File: config.mk
export PLATFORM = sky130hd
export DESIGN_NAME = decode_input_latch
export DESIGN_NICKNAME = d
export VERILOG_FILES = /design/src/rtl/decode_input_latch.sv
export SDC_FILE = /design/constraint.sdc
export NUM_CORES = 1
export LEC_CHECK = 0
export CORE_MARGIN = 2
export CORE_UTILIZATION = 40
export CTS_BUF_LIST = sky130_fd_sc_hd__clkbuf_8
export DETAILED_ROUTE_END_ITERATION = 8
export DONT_BUFFER_PORTS = 1
export HOLD_SLACK_MARGIN = 0.05
export SYNTH_ARGS = -nofsm -noshare
export SYNTH_HDL_FRONTEND = slang
export SYNTH_SLANG_ARGS = --single-unit
File: constraint.sdc
create_clock -name clk -period 11.2 [get_ports clk]
set_input_delay 2.8 -clock clk [delete_from_list [all_inputs] [get_ports clk]]
set_output_delay 2.8 -clock clk [all_outputs]
set_load 0.01 [all_outputs]
File: src/rtl/decode_input_latch.sv
// decode_input_latch: consumer end of the instruction-buffer -> decode handshake.
// Captures up to three in-order instructions per cycle into a 3-entry compacting
// register stage and presents them to rename with a per-lane valid/ready handshake.
// Optional build macro DECODE_LATCH_READY_BYPASS_EN: decode_ready_o also counts
// entries that rename accepts this cycle (combinational rename_ready_i -> decode_ready_o).
module decode_input_latch #(
    parameter int unsigned DATA_WIDTH      = 32,
    parameter int unsigned STALL_CNT_WIDTH = 32
) (
    input  logic                       clk,
    input  logic                       reset,
    input  logic                       flush,
    input  logic [2:0]                 decode_valid_i,
    input  logic [DATA_WIDTH-1:0]      instruction_i_0,
    input  logic [DATA_WIDTH-1:0]      instruction_i_1,
    input  logic [DATA_WIDTH-1:0]      instruction_i_2,
    input  logic [DATA_WIDTH-1:0]      pc_i_0,
    input  logic [DATA_WIDTH-1:0]      pc_i_1,
    input  logic [DATA_WIDTH-1:0]      pc_i_2,
    input  logic [DATA_WIDTH-1:0]      imm_i_0,
    input  logic [DATA_WIDTH-1:0]      imm_i_1,
    input  logic [DATA_WIDTH-1:0]      imm_i_2,
    input  logic                       branch_prediction_i_0,
    input  logic                       branch_prediction_i_1,
    input  logic                       branch_prediction_i_2,
    output logic [2:0]                 decode_ready_o,
    output logic [2:0]                 rename_valid_o,
    output logic [DATA_WIDTH-1:0]      instruction_o_0,
    output logic [DATA_WIDTH-1:0]      instruction_o_1,
    output logic [DATA_WIDTH-1:0]      instruction_o_2,
    output logic [DATA_WIDTH-1:0]      pc_o_0,
    output logic [DATA_WIDTH-1:0]      pc_o_1,
    output logic [DATA_WIDTH-1:0]      pc_o_2,
    output logic [DATA_WIDTH-1:0]      imm_o_0,
    output logic [DATA_WIDTH-1:0]      imm_o_1,
    output logic [DATA_WIDTH-1:0]      imm_o_2,
    output logic                       branch_prediction_o_0,
    output logic                       branch_prediction_o_1,
    output logic                       branch_prediction_o_2,
    input  logic [2:0]                 rename_ready_i,
    output logic [1:0]                 occupancy_o,
    output logic [STALL_CNT_WIDTH-1:0] stall_count_o
);

    localparam int unsigned LANES = 3;

    typedef struct packed {
        logic [DATA_WIDTH-1:0] instr;
        logic [DATA_WIDTH-1:0] pc;
        logic [DATA_WIDTH-1:0] imm;
        logic                  bp;
    } entry_t;

    entry_t                     in_lane [LANES];
    entry_t                     ent_q   [LANES];
    entry_t                     ent_d   [LANES];
    logic [1:0]                 occ_q;
    logic [1:0]                 occ_d;
    logic                       active_q;
    logic [STALL_CNT_WIDTH-1:0] stall_q;
    logic [STALL_CNT_WIDTH-1:0] stall_d;
    logic [1:0]                 acc;
    logic [1:0]                 inc;
    logic [2:0]                 free;
    logic [2:0]                 base;

    // Contiguous low-order mask of n lanes, clamped at three.
    function automatic logic [2:0] fill_mask(input logic [2:0] n);
        case (n)
            3'd0:    fill_mask = 3'b000;
            3'd1:    fill_mask = 3'b001;
            3'd2:    fill_mask = 3'b011;
            default: fill_mask = 3'b111;
        endcase
    endfunction

    // Count of consecutive ones starting at lane 0; a gap ends the count.
    function automatic logic [1:0] lead_ones(input logic [2:0] v);
        if (!v[0])      lead_ones = 2'd0;
        else if (!v[1]) lead_ones = 2'd1;
        else if (!v[2]) lead_ones = 2'd2;
        else            lead_ones = 2'd3;
    endfunction

    // Gather the incoming lanes into entry form.
    always_comb begin
        in_lane[0] = '{instr: instruction_i_0, pc: pc_i_0, imm: imm_i_0, bp: branch_prediction_i_0};
        in_lane[1] = '{instr: instruction_i_1, pc: pc_i_1, imm: imm_i_1, bp: branch_prediction_i_1};
        in_lane[2] = '{instr: instruction_i_2, pc: pc_i_2, imm: imm_i_2, bp: branch_prediction_i_2};
    end

    // Handshake masks and per-cycle accept counts; flush blocks both directions.
    always_comb begin
        rename_valid_o = flush ? 3'b000 : fill_mask({1'b0, occ_q});
        acc            = lead_ones(rename_valid_o & rename_ready_i);
`ifdef DECODE_LATCH_READY_BYPASS_EN
        free           = 3'd3 - {1'b0, occ_q} + {1'b0, acc};
`else
        free           = 3'd3 - {1'b0, occ_q};
`endif
        decode_ready_o = (flush || !active_q) ? 3'b000 : fill_mask(free);
        inc            = lead_ones(decode_valid_i & decode_ready_o);
    end

    // Compact surviving entries down by acc, then append the captured lanes behind them.
    always_comb begin
        base  = {1'b0, occ_q} - {1'b0, acc};
        occ_d = flush ? 2'd0 : 2'(base + {1'b0, inc});
        for (int i = 0; i < int'(LANES); i++) begin
            logic [2:0] src;
            logic [2:0] k;
            src      = 3'(i) + {1'b0, acc};
            k        = 3'(i) - base;
            ent_d[i] = ent_q[i];
            if (src < {1'b0, occ_q}) begin
                ent_d[i] = ent_q[src[1:0]];
            end
            if ((3'(i) >= base) && (k < {1'b0, inc})) begin
                ent_d[i] = in_lane[k[1:0]];
            end
        end
    end

    // Saturating count of cycles where held entries are all refused by rename.
    always_comb begin
        stall_d = stall_q;
        if (!flush && (occ_q != 2'd0) && (acc == 2'd0) && (stall_q != '1)) begin
            stall_d = stall_q + STALL_CNT_WIDTH'(1);
        end
    end

    // State registers; ready toward the buffer opens one cycle after reset release.
    always_ff @(posedge clk or negedge reset) begin
        if (!reset) begin
            occ_q    <= 2'd0;
            active_q <= 1'b0;
            stall_q  <= '0;
            for (int i = 0; i < int'(LANES); i++) begin
                ent_q[i] <= '0;
            end
        end else begin
            occ_q    <= occ_d;
            active_q <= 1'b1;
            stall_q  <= stall_d;
            for (int i = 0; i < int'(LANES); i++) begin
                ent_q[i] <= ent_d[i];
            end
        end
    end

    assign instruction_o_0       = ent_q[0].instr;
    assign instruction_o_1       = ent_q[1].instr;
    assign instruction_o_2       = ent_q[2].instr;
    assign pc_o_0                = ent_q[0].pc;
    assign pc_o_1                = ent_q[1].pc;
    assign pc_o_2                = ent_q[2].pc;
    assign imm_o_0               = ent_q[0].imm;
    assign imm_o_1               = ent_q[1].imm;
    assign imm_o_2               = ent_q[2].imm;
    assign branch_prediction_o_0 = ent_q[0].bp;
    assign branch_prediction_o_1 = ent_q[1].bp;
    assign branch_prediction_o_2 = ent_q[2].bp;
    assign occupancy_o           = occ_q;
    assign stall_count_o         = stall_q;

endmodule

==> impl_results.md <==
- Clk pin slew, worst setup/hold paths: 0.05 ns
- Post-synthesis cell area: 24200 sq um
- Core Util, Final: 42.9%
- Clk root buf: clkbuf_8
- Worst EP arrival: 8.49 ns
- Placer Congestion: 0.903
- Port Buffer Count: 0
- Reg2Reg Depth: 14
- Register bit total from synthesis: 326
- Top-level I/O count: 631
- Final Setup Violations: 0
- Starting Density: 40.2%
- Cells resized by post-CTS repair: 0
- Fin Setup TNS: 0 ns
- Cell count after synthesis: 2766
- Post-CTS setup buffers: 0
- Final min period: 8.01 ns
- Seq/Total Area, Yosys: 33.8%
- EDFF count, synth: 0
- Most used DFF post-synth: dfrtp_1
- Hold Path Class: reg -> reg
- Clk_lat worst skew: 0.63 ns
- Worst Skew: 0.0232 ns
- Initial DRC count: 3160
- Hold Buf Count CTS: 0
- R2r startpoint: occupancy_o[1]
- Layout cells sized above 1: 17.5%
- Setup crit start kind: primary input
- Final period utilization: 71.6%
- Non-filler cells, final: 3390
- Clock H-tree levels: 3
- First-pass GRT wire length: 167000 um
- Post-route DRC: 0
- Slew Limit Fails: 0
- Outcome: finished, final reports clean
- Metal1 wirelength: 40600 um
- Gr usage total: 34.7%
- Yosys Warn Count: 0
- Wire per inst: 33.1 um
- WS Path Type: in -> reg
- Initial antenna violation count: 1
- Critical path fanouts, max: 61
- Metal2 WL: 50300 um
- Required @ worst endpoint: 11.67 ns
- Die area: 62400 sq um
- DP HPWL: 65000 um
- Core Box Area: 60000 sq um
- Clock Sink Count: 326
- Final WS setup: 3.19 ns
- Maximum vdd drop: 0.141 mV
- Crit path capture type: flip-flop
- DRT Pass-1 Iters: 6
- R2r endpoint: pc_o_2[26]
- PwrDens: 272 nW/um^2
- Max Fclk: 0.125 GHz
- Die W: 250 um
- Largest net degree at the start of global routing: 327
- Leakage: 0.0102 uW
- Avg Cell Area, Syn: 8.73 sq um
- Max-slew headroom: 14.5%
- Die height: 250 um
- Final Hold Fails: 0
- Routed wire length: 112000 um
- P&R area growth vs syn: 6.52%
- Hold path depth: 1
- Synth async-reset ratio: 100%
- Syn nets: 3086
- Maxcap violations: 0
- CTS tree: done
- Final net count: 2881
- R2R setup slack: 4.51 ns
- Placed insts: 3275
- Top sig layer: met4
- FP Rows: 90
- Via density per instance: 7.47
- Dpl ws: 2.66 ns
- Synth cell types: 54
- Global route total overflow: 0
- Worst-margin pin slew: 1.28 ns
- Cts bufs inserted: 66
- DRT antenna net count: 0
- RSZ-0062 raised after global routing: false
- Min-delay src: stall_count_o[31]
- Vias in the first global route: 25500
- Clock Path Buffers: 3
- Hold endpoint: stall_count_o[31]
- Total number of vias: 25300
- DR WL met3: 15200 um
-- synthesized netlist by cell type (all sizes together), types with 4 or more instances --
master | count | area, sq um
nand2b | 5 | 31.3
buf | 70 | 342
nand4 | 12 | 81.3
inv | 13 | 48.8
dfrtp | 326 | 8160
xnor2 | 20 | 175
clkbuf | 243 | 912
o21ai | 194 | 971
xor2 | 12 | 105
a31oi | 124 | 776
a22oi | 97 | 728
nor2 | 114 | 428
mux2 | 293 | 3300
mux2i | 97 | 971
nor4 | 5 | 52.6
nand2 | 403 | 1510
a21oi | 172 | 868
o22ai | 97 | 607
nand3 | 18 | 90.1
ha | 18 | 225
and2 | 4 | 27.5
a22o | 97 | 850
nor3 | 11 | 65.1
a221oi | 292 | 2560
and3 | 4 | 25.0
-- layout by cell type (no fill, tap or decap), types with 20 or more instances in the layout --
master / count
mux2_2: 292
inv_1: 30
a21oi_1: 169
buf_4: 36
a22o_1: 97
o22ai_1: 97
clkbuf_8: 89
dfrtp_1: 326
xnor2_1: 20
nand2_1: 402
nor2_1: 111
a22oi_1: 97
o21ai_0: 190
mux2i_1: 97
a221oi_1: 292
a31oi_1: 124
-- registers in the layout, indices dropped and copies added, names as in the netlist --
register and flops:
imm_o_0 32, branch_prediction_o_2 1, branch_prediction_o_1 1, stall_count_o 32, instruction_o_1 32, instruction_o_2 32, pc_o_2 32, branch_prediction_o_0 1
instruction_o_0 32, active_q 1, pc_o_0 32, imm_o_2 32, pc_o_1 32, occupancy_o 2, imm_o_1 32
-- critical path, cell delays in order --
cell and delay [ns]:
nand2b_1 0.13, a2bb2oi_1 0.42, or2_4 0.20, inv_1 0.10, ha_4 0.18, fa_4 1.34
ha_4 0.82, inv_1 0.22, ha_1 0.32, nor2b_1 0.12, or4_4 0.86, buf_4 0.45
a221oi_1 0.33, a21oi_1 0.07
-- logic make-up after synthesis --
logic type / after synthesis / share of synthesized area, %
other: 1 / 0.0155
AO/OA/AOI/OAI: 1080 / 30.8
adder cells (fa/ha/maj): 20 / 1.10
AND/OR/NAND/NOR: 591 / 10.1
buffers and inverters: 326 / 5.39
flip-flops: 326 / 33.8
multiplexers: 390 / 17.7
XOR/XNOR: 32 / 1.16
-- cell type report --
type | instances | area, sq um
clock inverters | 24 | 101
clock buffers | 89 | 1220
well taps | 782 | 978
fillers | 5820 | 34300
inverters | 13 | 53.8
multi-input cells | 2114 | 14900
flip-flops and latches | 326 | 8160
repair buffers | 40 | 350
diodes | 2 | 5.00
-- per-layer routing --
layer  GRT usage (%)  up-vias
li1                -    10300
met4            20.2        0
met1            41.7    12400
met3            12.2      477
met5               0        -
met2            53.6     2109
-- worst max path at each step --
stage | from | endpoint | slack [ns]
3_5_place_dp | rename_ready_i[2] | pc_o_2[26] | 2.66
2_1_floorplan | rename_ready_i[2] | instruction_o_0[28] | 3.36
6_report | rename_ready_i[2] | pc_o_2[26] | 3.19
5_1_grt | rename_ready_i[2] | instruction_o_0[22] | 2.99
3_3_place_gp | rename_ready_i[2] | pc_o_2[24] | 2.79
4_1_cts | rename_ready_i[2] | pc_o_2[26] | 3.37
-- through the flow --
| stage | area [sq um] | power [uW] | hold WS, ns |
|---|---|---|---|
| 4_1_cts | 25700 | 6920 | 0.562 |
| 5_1_grt | 25700 | 7370 | 0.589 |
| 6_report | 25700 | 7000 | 0.570 |
| 3_3_place_gp | 24400 | 5480 | 0.552 |
| 3_5_place_dp | 24400 | 5610 | 0.555 |
| 2_1_floorplan | 24200 | 4590 | 0.516 |
-- power breakdown --
part / leakage, uW / total (uW) / switching (uW) / internal (uW)
clock network: 0.000759 / 1290 / 588 / 703
logic: 0.00568 / 2740 / 1580 / 1160
registers: 0.00379 / 2970 / 1240 / 1740
total: 0.0102 / 7000 / 3400 / 3600
Note: power is estimated with default switching activity, not from simulation.
